<file path="src/rtl/predecode_ir_pkg.sv">
// Shared 6502 opcode definitions for the predecode/IR stage: opcode constants,
// opcode-field accessors and the opcode-class decode used by opcode_classifier.
package predecode_ir_pkg;

    localparam logic [7:0] OP_BRK     = 8'h00;

    // Low-nibble groups that contain two-cycle (implied/immediate) opcodes
    localparam logic [3:0] LO_IMPL_A  = 4'hA;
    localparam logic [3:0] LO_IMPL_8  = 4'h8;
    localparam logic [3:0] LO_IMM_9   = 4'h9;
    localparam logic [3:0] LO_IMM_0   = 4'h0;
    localparam logic [3:0] LO_IMM_2   = 4'h2;
    localparam logic [3:0] LO_JAM     = 4'h2;

    typedef struct packed {
        logic two_cyc;
        logic jam;
    } op_class_t;

    function automatic logic [3:0] low_nib(input logic [7:0] p);
        return p[3:0];
    endfunction

    function automatic logic p4(input logic [7:0] p);
        return p[4];
    endfunction

    function automatic logic p7(input logic [7:0] p);
        return p[7];
    endfunction

    // Two-cycle set; column 0 with p4=1 is the branch column and must stay excluded
    function automatic logic is_two_cyc(input logic [7:0] p);
        logic r;
        case (low_nib(p))
            LO_IMPL_A: r = 1'b1;
            LO_IMPL_8: r = p7(p) | p4(p);
            LO_IMM_9:  r = ~p4(p);
            LO_IMM_0,
            LO_IMM_2:  r = p7(p) & ~p4(p);
            default:   r = 1'b0;
        endcase
        return r;
    endfunction

    function automatic logic is_jam(input logic [7:0] p);
        return (low_nib(p) == LO_JAM) && (~p7(p) || p4(p));
    endfunction

    function automatic op_class_t classify(input logic [7:0] p);
        op_class_t c;
        c.two_cyc = is_two_cyc(p);
        c.jam     = is_jam(p);
        return c;
    endfunction

endpackage

</file>
<file path="src/rtl/predecode_ir_classifier.sv">
// Purely combinational opcode classifier: flags two-cycle and jam opcodes.
module opcode_classifier
    import predecode_ir_pkg::*;
(
    input  logic [7:0] op_i,
    output logic       two_cyc_o,
    output logic       jam_o
);

    op_class_t cls_s;

    // Decode the opcode class from the predecode byte
    always_comb begin
        cls_s     = classify(op_i);
        two_cyc_o = cls_s.two_cyc;
        jam_o     = cls_s.jam;
    end

endmodule

</file>
<file path="src/rtl/predecode_ir.sv">
// Opcode predecode register (PD) and instruction register (IR) beside timing_generator.
// Optional jam-opcode halt is enabled by defining KIL_DETECT_EN.
module predecode_ir
    import predecode_ir_pkg::*;
#(
    parameter logic [7:0] PD_RESET_VAL = 8'h00,
    parameter logic [7:0] IR_RESET_VAL = OP_BRK,
    parameter logic [7:0] FORCE_OPCODE = OP_BRK
) (
    input  logic       clk_0,
    input  logic       res_n,
    input  logic       rdy,
    input  logic       fetch,
    input  logic [7:0] db,
    input  logic       int_pending,
    output logic [7:0] pd,
    output logic [7:0] ir,
    output logic       tz_pre_n,
    output logic       ir_loaded,
    output logic       int_taken,
    output logic       kil
);

`ifdef KIL_DETECT_EN
    localparam logic KIL_EN = 1'b1;
`else
    localparam logic KIL_EN = 1'b0;
`endif

    logic [7:0] pd_q, pd_d;
    logic [7:0] ir_q, ir_d;
    logic       op_pend_q, op_pend_d;
    logic       int_q, int_d;
    logic       ir_loaded_q, ir_loaded_d;
    logic       int_taken_q, int_taken_d;
    logic       kil_q, kil_d;

    logic       two_cyc_s;
    logic       jam_s;
    logic       capture_s;
    logic       load_s;

    opcode_classifier u_classifier (
        .op_i      (pd_q),
        .two_cyc_o (two_cyc_s),
        .jam_o     (jam_s)
    );

    // Capture/load decisions and next-state for all stage registers
    always_comb begin
        pd_d        = pd_q;
        ir_d        = ir_q;
        op_pend_d   = op_pend_q;
        int_d       = int_q;
        kil_d       = kil_q;
        ir_loaded_d = 1'b0;
        int_taken_d = 1'b0;

        capture_s = fetch & rdy;
        load_s    = op_pend_q & rdy & ~kil_q;

        if (capture_s) begin
            pd_d  = db;
            int_d = int_pending;
        end else begin
            pd_d  = pd_q;
            int_d = int_q;
        end

        // Load uses the old PD, so a same-edge capture is a legal back-to-back fetch
        if (load_s) begin
            ir_d        = int_q ? FORCE_OPCODE : pd_q;
            ir_loaded_d = 1'b1;
            int_taken_d = int_q;
            kil_d       = kil_q | (KIL_EN & ~int_q & jam_s);
        end else begin
            ir_d        = ir_q;
        end

        if (capture_s) begin
            op_pend_d = 1'b1;
        end else if (load_s) begin
            op_pend_d = 1'b0;
        end else begin
            op_pend_d = op_pend_q;
        end
    end

    // Stage registers; async reset discards any pending load
    always_ff @(posedge clk_0 or negedge res_n) begin
        if (!res_n) begin
            pd_q        <= PD_RESET_VAL;
            ir_q        <= IR_RESET_VAL;
            op_pend_q   <= 1'b0;
            int_q       <= 1'b0;
            ir_loaded_q <= 1'b0;
            int_taken_q <= 1'b0;
            kil_q       <= 1'b0;
        end else begin
            pd_q        <= pd_d;
            ir_q        <= ir_d;
            op_pend_q   <= op_pend_d;
            int_q       <= int_d;
            ir_loaded_q <= ir_loaded_d;
            int_taken_q <= int_taken_d;
            kil_q       <= kil_d;
        end
    end

    // Outputs derive from registers only, so tz_pre_n cannot glitch
    always_comb begin
        pd        = pd_q;
        ir        = ir_q;
        ir_loaded = ir_loaded_q;
        int_taken = int_taken_q;
        kil       = kil_q;
        tz_pre_n  = ~(op_pend_q & ~int_q & two_cyc_s & ~kil_q);
    end

endmodule
</file>
<file path="config.mk">
export PLATFORM = sky130hd
export DESIGN_NAME = predecode_ir
export DESIGN_NICKNAME = d
export VERILOG_FILES = /design/src/rtl/predecode_ir_pkg.sv /design/src/rtl/predecode_ir_classifier.sv /design/src/rtl/predecode_ir.sv
export SDC_FILE = /design/constraint.sdc
export NUM_CORES = 1
export LEC_CHECK = 0
export ABC_AREA = 1
export BUFFER_PORTS_ARGS = -buffer_cell sky130_fd_sc_hd__buf_2
export CAP_MARGIN = 20
export CELL_PAD_IN_SITES_DETAIL_PLACEMENT = 0
export CELL_PAD_IN_SITES_GLOBAL_PLACEMENT = 1
export CORE_AREA = 4 4 56 58
export CTS_CLUSTER_SIZE = 12
export DETAILED_ROUTE_END_ITERATION = 8
export DIE_AREA = 0 0 60 62
export PLACE_DENSITY = 0.83
export SETUP_SLACK_MARGIN = 0.4
export SYNTH_ARGS = -nofsm -noshare
export SYNTH_HDL_FRONTEND = slang
export SYNTH_HIERARCHICAL = 1
export SYNTH_SLANG_ARGS = --single-unit
</file>
<file path="constraint.sdc">
create_clock -name clk_0 -period 2.4 [get_ports clk_0]
set_input_delay 0.48 -clock clk_0 [delete_from_list [all_inputs] [get_ports clk_0]]
set_output_delay 0.48 -clock clk_0 [all_outputs]
set_load 0.05 [all_outputs]
</file>
==> Word level (Yosys, flattened, before mapping) <==
Cells that the tools add are included.
W data, S select, Z words.
{ "word_totals": {"inputBits": 13, "ff_bits": 20, "out_inout_bits": 20} }
{ "op_classes": {"muxes": 6, "eq_ne": 4, "bitwise": 9, "reduce_logical": 3} }
{ "ops": {"columns": ["operator", "count"], "rows": [
  ["$eq A4 B4 Y1 const B", 3],
  ["$mux W8", 1],
  ["$and A1 B1 Y1", 5],
  ["$eq A4 B2 Y1 const B", 1],
  ["$logic_not A4 Y1", 1],
  ["$mux W1", 4],
  ["$pmux W1 S4", 1],
  ["$not A1 Y1", 3],
  ["$reduce_bool A2 Y1", 1],
  ["$reduce_or A2 Y1", 1],
  ["$or A1 B1 Y1", 1]
]} }

==> Depth between registers and ports, before layout <==
Gate-level depths: netlist of run 1.
{ "depth": {"depth_word": 5, "mapped_depth": 6, "depth_no_buf": 6} }

==> By module <==
Netlist of run 1, hierarchy kept.
{ "by_module_without_submodules": {"columns": ["module", "instances", "seq_area_each_um2", "area_per_inst_um2", "cells_per_inst"], "rows": [
  ["predecode_ir", 1, 500.5, 827.0, 100],
  ["opcode_classifier", 1, 0.0, 76.3, 19]
]} }

==> Least setup slack after synthesis of run 1 <==
OpenSTA, ideal clock, no wires.
{ "synth_timing": {"path_type": "flip-flop to output port", "start": "register pd_q[0] (netlist: pd[0])", "end": "output port tz_pre_n", "t_arrival_ns": 1.435, "n_path_buf": 0, "path_slack_ns": 0.485, "required_ns": 1.920, "stages_incl_launch_ff": 6, "path_cell_list": "dfrtp_1 > inv_1 > nor2_1 > nand3_1 > nand3_1 > nand3_1"} }
{ "synth_via": {"elab_chain_cells": 5, "word_cells_on_any_way": 9, "cone_classes": "4 x eq/ne; 1 x mux; 2 x bitwise; 2 x reduce/logical"} }
{ "synth_lines": {"columns": ["item", "line", "source"], "rows": [
  ["from (decl)", "predecode_ir.sv:30", "logic [7:0] pd_q, pd_d;"],
  ["from (signal assigned)", "predecode_ir.sv:100", "pd_q <= pd_d;"],
  ["$eq A4 B2 Y1 / $logic_not A4 Y1 (equally long branches)", null, null],
  ["$reduce_or A2 Y1", "predecode_ir_pkg.sv:35", "case (low_nib(p))"],
  ["$pmux W1 S4 (*)", "predecode_ir_pkg.sv:35", null],
  ["via two_cyc_s", "predecode_ir.sv:38", "logic two_cyc_s;"],
  ["$and A1 B1 Y1 (*)", "predecode_ir.sv:117", "tz_pre_n = ~(op_pend_q & ~int_q & two_cyc_s & ~kil_q);"],
  ["$not A1 Y1 (*)", "predecode_ir.sv:117", null],
  ["to (decl)", "predecode_ir.sv:18", "output logic tz_pre_n,"]
]} }
The timed path passes the listed nets; every way through them passes the cells marked *.

==> Final worst setup path of run 1 <==
{ "layout_timing": {"start": "register pd_q[4] (netlist: pd[4])", "end": "output port tz_pre_n"} }
{ "layout_via": {"elab_chain_cells": 5, "word_cells_on_any_way": 6, "cone_classes": "1 x mux; 5 x bitwise"} }
{ "layout_lines": {"columns": ["item", "line", "source"], "rows": [
  ["$not A1 Y1", "predecode_ir_pkg.sv:38, predecode_ir_pkg.sv:40", null],
  ["$and A1 B1 Y1", "predecode_ir_pkg.sv:40", "LO_IMM_2: r = p7(p) & ~p4(p);"],
  ["$pmux W1 S4 (*)", "predecode_ir_pkg.sv:35", null],
  ["via two_cyc_s", "predecode_ir.sv:38", null],
  ["$and A1 B1 Y1 (*)", "predecode_ir.sv:117", null],
  ["$not A1 Y1 (*)", "predecode_ir.sv:117", null]
]} }
Marks and branches as above.

==> impl_metrics.toml, run 1 <==
[run_status]
status = "finished clean"

[power]
p_leak_nw = 0.6842
vdd_drop_max_v = 0.0004318
power_density_nw_per_um2 = 840.9
power_mw = 0.9395

[synth]
syn_area_um2 = 894.6
syn_avg_cell_area_um2 = 7.646
syn-num-nets = 130
ys_warn_count = 6
syn_inst = 117

[finish]
final_cell_mix = "nand2_1, buf_2, dfrtp_1, inv_1, nor2_1"
diodes = 0
drive_gt1_frac = 0.2667
design_area_um2 = 1117
mostFrequentLayoutCell = "nand2_1"
fill_cells = 298
finalCoreUtilization = 0.4196
num-nets-final = 164
area_delta_synth_final_pct = 24.89

[route]
drc = 0
viasPerCell = 4.265
antenna_left = 0
route.detailed.wl_per_inst_um = 10.49
first_iter_violations = 41
via_count = 772
routed_wl_mm = 1.899
detail_route.first_pass.iterations = 4

[min_path]
hp-class = "input port to asynchronous set/reset pin"

[timing]
drv_slew = 0
hold_viol = 0
setup_viol = 0
clock_skew_ns = 0.004853
fin_ws_ns = 0.5168
rsz0062_at_grt = "false"
totalNegativeSetupSlack_ns = 0
clock.fmax_mhz = 531.0
period_share = 0.7847
period_minus_slack_ns = 1.883

[die]
start_util = 0.3360
rows = 19
coreArea_um2 = 2663
dieArea_um2 = 3720
pin_count = 33
fp.dieH_um = 62
dieWidth_um = 60

[critical_path]
worstSetupStartpointType = "flip-flop"
critPathArrivalTime_ns = 1.40
r2r.worst_path.cells = 4
crit_path_max_fanout = 6
setup.worst_path.end_class = "output port"
worstSetupPathType = "flip-flop to output port"
cp.required_ns = 1.92

[clock_tree]
htreeDepth = 1
clockRootBuffer = "clkbuf_4"
clock_latency_ns = 0.30
hold_buffers = 0
clkSinkCount = 20
cts_max_path_buffers = 2
cts_made_buffers = 3
clkTransAtPathRegs_ns = 0.11
cts_tree = "yes"

[placed_design]
port_buffers = 31
gp_congestion = 0.7374
placed_cell_area_um2 = 1066
hpwl_mm = 1.409
place_ws_ns = 0.8703

[grt]
grt_max_degree = 21
grt_pass1_vias = 698
grtUsageTotal = 0.1083
grt_pass1_wl_mm = 3.001
antenna_found_initial = 0
gr-total-overflow = 0

[job]
drv_cap = 0
==> power by group <==
group	switching (mW)	leakage (nW)	internal [mW]
logic	0.248	0.408	0.0765
registers	0.0372	0.256	0.384
clock network	0.101	0.0210	0.0925
total	0.387	0.684	0.553
==> per-stage QoR <==
step                      hold slack (ns)  std cells
final                              0.1053        181
after global routing               0.1300        181
after CTS                          0.1142        179
after detailed placement           0.4529        175
after global placement             0.4436        175
after floorplan                    0.1844        117
==> flip-flops by register name, summed over array words and instances, names as in the netlist <==
| register | flops |
|---|---|
| op_pend_q | 1 |
| int_q | 1 |
| int_taken | 1 |
| ir | 8 |
| ir_loaded | 1 |
| pd | 8 |
==> path summary, 6_finish.rpt <==
kind                            slack (ns)  startpoint       end
min in group clk_0                    0.40       db[4]     pd[4]
worst min register to register        0.48       ir[0]     ir[0]
worst max-delay path                  0.52       pd[4]  tz_pre_n
max in group asynchronous             1.99       res_n     ir[4]
worst max register to register        1.45   op_pend_q     ir[4]
worst min-delay path                  0.11       res_n     pd[4]
==> cell type report <==
| class | instances | area [µm²] | area share |
|---|---|---|---|
| sequential | 20 | 500.5 | 0.4479 |
| clock buffer | 4 | 36.28 | 0.03247 |
| tap | 31 | 38.79 | 0.03471 |
| timing repair buffer | 33 | 170.2 | 0.1523 |
| multi-input combinational | 77 | 311.5 | 0.2788 |
| inverter | 16 | 60.06 | 0.05375 |
==> what timing repair did <==
item	CTS	global route
resized for setup	0	0
endpoints found under the setup margin	0	1
setup buffers	0	2
==> worst max-delay path, cell delays in order, from the launching register on <==
cell	delay (ns)
dfrtp_1	0.45
nor2_1	0.14
nand2_1	0.06
nand2_1	0.06
nand3_1	0.06
nand3_1	0.08
buf_2	0.26
==> metal layers <==
layer,routed length [µm],part of all wire,GRT usage
met5,0,0,0
met4,26,0.014,0.06646
met3,114,0.060,0.01860
met2,907,0.48,0.1759
met1,850,0.45,0.1344
Note: power is estimated with default switching activity, not from simulation.
==> run 2, diff against run 1 <==
--- a/config.mk
+++ b/config.mk
@@ -10,11 +10,11 @@
 export CAP_MARGIN = 20
 export CELL_PAD_IN_SITES_DETAIL_PLACEMENT = 0
 export CELL_PAD_IN_SITES_GLOBAL_PLACEMENT = 1
-export CORE_AREA = 4 4 56 58
+export CORE_AREA = 4 4 58 60
 export CTS_CLUSTER_SIZE = 12
 export DETAILED_ROUTE_END_ITERATION = 8
-export DIE_AREA = 0 0 60 62
-export PLACE_DENSITY = 0.83
+export DIE_AREA = 0 0 62 64
+export PLACE_DENSITY = 0.79
 export SETUP_SLACK_MARGIN = 0.4
 export SYNTH_ARGS = -nofsm -noshare
 export SYNTH_HDL_FRONTEND = slang
==> constraint.sdc (replaced) <==
create_clock -name clk_0 -period 1.9 [get_ports clk_0]
set_input_delay 0.38 -clock clk_0 [delete_from_list [all_inputs] [get_ports clk_0]]
set_output_delay 0.38 -clock clk_0 [all_outputs]
set_load 0.05 [all_outputs]
==> impl_metrics.toml, run 2 (synthesis gave the netlist of run 1 again) <==
[timing]
totalNegativeSetupSlack_ns = 0
drv_slew = 0
rsz0062_at_grt = "true"
clock_skew_ns = 0.004717
period_minus_slack_ns = 1.694
hold_viol = 0
setup_viol = 0
clock.fmax_mhz = 590.3
period_share = 0.8915

[clock_tree]
clock_latency_ns = 0.30
clkSinkCount = 20
cts_made_buffers = 3
hold_buffers = 0
clockRootBuffer = "clkbuf_4"
htreeDepth = 1
clkTransAtPathRegs_ns = 0.11
cts_max_path_buffers = 2
cts_tree = "yes"

[route]
antenna_left = 0
via_count = 793
first_iter_violations = 7
route.detailed.wl_per_inst_um = 10.75
routed_wl_mm = 1.989
detail_route.first_pass.iterations = 4
viasPerCell = 4.286
drc = 0

[grt]
gr-total-overflow = 0
antenna_found_initial = 0
grt_pass1_vias = 794
grt_pass1_wl_mm = 3.374
grtUsageTotal = 0.1103
grt_max_degree = 21

[die]
pin_count = 33
rows = 20
dieArea_um2 = 3968
coreArea_um2 = 2928
dieWidth_um = 62
fp.dieH_um = 64
start_util = 0.3056

[critical_path]
worstSetupPathType = "flip-flop to output port"
critPathArrivalTime_ns = 1.31
setup.worst_path.end_class = "output port"
cp.required_ns = 1.52
reg2reg_slack_ns = 0.93
worstSetupStartpointType = "flip-flop"
r2r.worst_path.cells = 4
crit_path_max_fanout = 5

[finish]
stdcell_count = 185
drive_gt1_frac = 0.3421
mostFrequentLayoutCell = "nand2_1"
num-nets-final = 166
diodes = 0
area_delta_synth_final_pct = 31.47
final_cell_mix = "nand2_1, buf_2, inv_1, dfrtp_1, nor2_1"

[power]
vdd_drop_max_v = 0.0005817
power_density_nw_per_um2 = 1039
p_leak_nw = 0.6951

[placed_design]
dp.cells = 177
gp_congestion = 0.7091
port_buffers = 31

[min_path]
hp-class = "input port to asynchronous set/reset pin"

[job]
drv_cap = 0

[run_status]
status = "finished clean"
[run 2: cell count changes in the layout (fill, tap and decap cells not counted), moves of 2 or more]
cell     previous run  this run
nor2_1             15        13
dfrtp_1            20        14
nor2_2              0         2
buf_2              31        26
dfrtp_2             0         6
buf_4               2         6
[run 2: final timing paths]
| path | startpoint | to |
|---|---|---|
| max | pd[2] | tz_pre_n |
| max in group asynchronous | res_n | pd[0] |
| max reg2reg | op_pend_q | ir[0] |
| min in group clk_0 | db[5] | pd[5] |
| min reg2reg | ir[4] | ir[4] |
| min | res_n | pd[7] |
[run 2: repair_timing]
item	in CTS	in global routing
endpoints found under the setup margin	1	5
pin swaps	0	1
resized for setup	4	10
buffers inserted	4	0
[run 2: cell type report]
cell class                      count  area (µm²)
Clock buffer                        4       36.28
Timing Repair Buffer               35       209.0
Sequential cell                    20       508.0
Multi-Input combinational cell     77       321.6
Fill cell                         315        1752
Tap cell                           33       41.29
Inverter                           16       60.06
[run 2: critical path: stages (launching register included)]
cell and delay, ns:
dfrtp_2 0.46, nor2_2 0.12, nand3_1 0.09, nand3_1 0.10, nand3_2 0.08, buf_8 0.16
[run 2: stage by stage]
stage / util / instance area [µm²] / total power, mW / worst slack (ns) / hold WS [ns]
CTS: 0.3957 / 1159 / 1.227 / 0.2011 / 0.01202
global route: 0.4017 / 1176 / 1.298 / 0.1297 / 0.01954
detailed placement: 0.3692 / 1081 / 0.9542 / 0.4617 / 0.3571
global placement: 0.3692 / 1081 / 0.9495 / 0.4991 / 0.3533
finish: 0.4017 / 1176 / 1.223 / 0.2061 / 0.003237
floorplan: - / 907.1 / 0.8500 / 0.4016 / 0.08441
[run 2: power by group]
group | switching (mW) | internal (mW)
logic | 0.322 | 0.115
registers | 0.0494 | 0.488
clock network | 0.131 | 0.117
total | 0.502 | 0.720
[run 2: metal layers]
metal | share of wire | global-route usage | vias to the layer above
met4 | 0.016 | 0.04509 | 0
met2 | 0.48 | 0.1801 | 25
met5 | 0 | 0 | -
met3 | 0.069 | 0.02424 | 3
li1 | - | - | 414
met1 | 0.43 | 0.1360 | 351
==> run 3, diff against run 2 <==
--- a/config.mk
+++ b/config.mk
@@ -6,15 +6,15 @@
 export NUM_CORES = 1
 export LEC_CHECK = 0
 export ABC_AREA = 1
-export BUFFER_PORTS_ARGS = -buffer_cell sky130_fd_sc_hd__buf_2
 export CAP_MARGIN = 20
 export CELL_PAD_IN_SITES_DETAIL_PLACEMENT = 0
 export CELL_PAD_IN_SITES_GLOBAL_PLACEMENT = 1
-export CORE_AREA = 4 4 58 60
+export CORE_AREA = 4 4 48 59
 export CTS_CLUSTER_SIZE = 12
 export DETAILED_ROUTE_END_ITERATION = 8
-export DIE_AREA = 0 0 62 64
-export PLACE_DENSITY = 0.79
+export DIE_AREA = 0 0 52 63
+export DONT_BUFFER_PORTS = 1
+export PLACE_DENSITY = 0.77
 export SETUP_SLACK_MARGIN = 0.4
 export SYNTH_ARGS = -nofsm -noshare
 export SYNTH_HDL_FRONTEND = slang
==> impl_metrics.toml, run 3 (synthesis gave the netlist of run 1 again) <==
[run_status]
status = "finished clean"

[route]
antenna_left = 0
via_count = 692
route.detailed.wl_per_inst_um = 12.25
first_iter_violations = 16
routed_wl_mm = 1.849
detail_route.first_pass.iterations = 4
viasPerCell = 4.583
drc = 0

[timing]
setup_viol = 0
hold_viol = 0
clock.fmax_mhz = 563.9
period_share = 0.9334
totalNegativeSetupSlack_ns = 0
worstMarginPinSlew_ns = 0.8711
rsz0062_at_grt = "true"
clock_skew_ns = 0.002793
drv_slew = 0
worst_slew_margin_rel = 0.4174
period_minus_slack_ns = 1.773

[critical_path]
cp_top_family = "flip-flops"
cpMostUsedCell = "nand2_1"
timing.rr.start = "pd[6]"
critPathArrivalTime_ns = 1.39
cp.required_ns = 1.52
worstSetupStartpointType = "flip-flop"
reg2reg_slack_ns = 0.87
rr_endpoint = "ir[6]"
crit_path_top_delay_cell = "dfrtp_2"
worstSetupPathType = "flip-flop to output port"
setup.worst_path.end_class = "output port"
crit_buf_inv = 1
slowest_delay_ns = 0.55
cp_cell_sequence = "inv_2 > nand2_1 > nor2_1 > nand2_1 > nand3_2 > nand3_4"
r2r.worst_path.cells = 4
crit_path_max_fanout = 6

[clock_tree]
clock_latency_ns = 0.29
clkSinkCount = 20
cts_tree = "yes"
cts_made_buffers = 3
cts_max_path_buffers = 2
clockRootBuffer = "clkbuf_4"
cts_setup_buffers = 0
clkTransAtPathRegs_ns = 0.11
htreeDepth = 1

[finish]
drive_gt1_frac = 0.1500
area_delta_synth_final_pct = 11.47
num-nets-final = 134
design_area_um2 = 997.2
fill_cells = 233
stdcell_count = 151
diodes = 0
final_cell_mix = "nand2_1, nor2_1, inv_1, dfrtp_1, nand3_1"
finalCoreUtilization = 0.4416
mostFrequentLayoutCell = "nand2_1"

[placed_design]
dp.cells = 146
placed_cell_area_um2 = 938.4
gp_congestion = 0.7300
port_buffers = 0
hpwl_mm = 1.350

[power]
combPwrFrac = 0.144
switching_share = 0.4192
p_leak_nw = 0.5524
power_frac_seq = 0.640
p_clk_frac = 0.215
power_density_nw_per_um2 = 1132
vdd_drop_max_v = 0.0004809
p_int_mw = 0.6557
net-switching-power_mw = 0.4733

[grt]
grt_pass1_wl_mm = 2.946
grtUsageTotal = 0.1201
grt_pass1_vias = 659
gr-total-overflow = 0
grt_max_degree = 21
antenna_found_initial = 0

[die]
dieWidth_um = 52
start_util = 0.3961
fp.dieH_um = 63
rows = 19
pin_count = 33
dieArea_um2 = 3276
coreArea_um2 = 2258

[min_path]
hold_end = "op_pend_q"
hold_depth = 1
hp-class = "input port to flip-flop"
worstHoldStart = "rdy"

[job]
drv_cap = 0
-- run 3: changes by cell type in the layout (fill, tap and decap cells not counted), sizes merged --
cell and delta:
dlygate4sd3 +1, buf -32, clkbuf -1
-- run 3: power by group through the flow --
| stage | clock (mW) | sequential [mW] | combinational, mW |
|---|---|---|---|
| final | 0.243 | 0.723 | 0.163 |
| after global placement | 0 | 0.732 | 0.147 |
| after global routing | 0.272 | 0.735 | 0.186 |
| after floorplan | 0 | 0.733 | 0.117 |
| after detailed placement | 0 | 0.734 | 0.150 |
| after CTS | 0.254 | 0.726 | 0.166 |
-- run 3: timing repair --
| item | 4_1_cts | 5_1_grt |
|---|---|---|
| hold endpoints to repair | 20 | 0 |
| hold buffers | 1 | 0 |
| setup endpoints to repair | 1 | 1 |
| pin swaps | 2 | 1 |
| gates resized for setup | 3 | 0 |
-- run 3: metal layers --
layer  GRT usage  up-vias  wire (µm)
met5           0        -          0
met4     0.06885        0         16
met3     0.02864        2        135
met2      0.1903       24        947
met1      0.1439      312        749
li1            -      354          -
-- run 3: worst reg2reg max path, cell delays in order, from the launching register on --
cell	delay (ns)
dfrtp_1	0.67
inv_1	0.09
nor2_1	0.11
nand2_1	0.06
nand2_1	0.05
-- run 3: worst max path at each step --
| stage | from | end | slack (ns) | cells past startpoint |
|---|---|---|---|---|
| 6_report | pd[2] | tz_pre_n | 0.13 | 6 |
| 5_1_grt | pd[2] | tz_pre_n | 0.03 | 6 |
| 4_1_cts | pd[3] | tz_pre_n | 0.12 | 5 |
| 3_5_place_dp | pd[3] | tz_pre_n | 0.35 | 5 |
| 3_3_place_gp | pd[3] | tz_pre_n | 0.37 | 5 |
| 2_1_floorplan | pd[0] | tz_pre_n | 0.40 | 5 |
-- run 3: cell type report --
cell class              instances  area, µm²  share of cell area
multi-input cells              77      329.1              0.3300
flip-flops and latches         20      508.0              0.5094
well taps                      31      38.79             0.03890
clock buffers                   4      36.28             0.03639
repair buffers                  3      25.02             0.02509
inverters                      16      60.06             0.06023
-- run 3: metrics by stage --
stage	setup WS (ns)	power [mW]	hold WS (ns)
after floorplan	0.4016	0.8500	0.08441
after global placement	0.3688	0.8793	0.08490
after detailed placement	0.3465	0.8836	0.08492
after CTS	0.1160	1.145	0.1616
after global routing	0.03043	1.194	0.1718
final	0.1265	1.129	0.1755
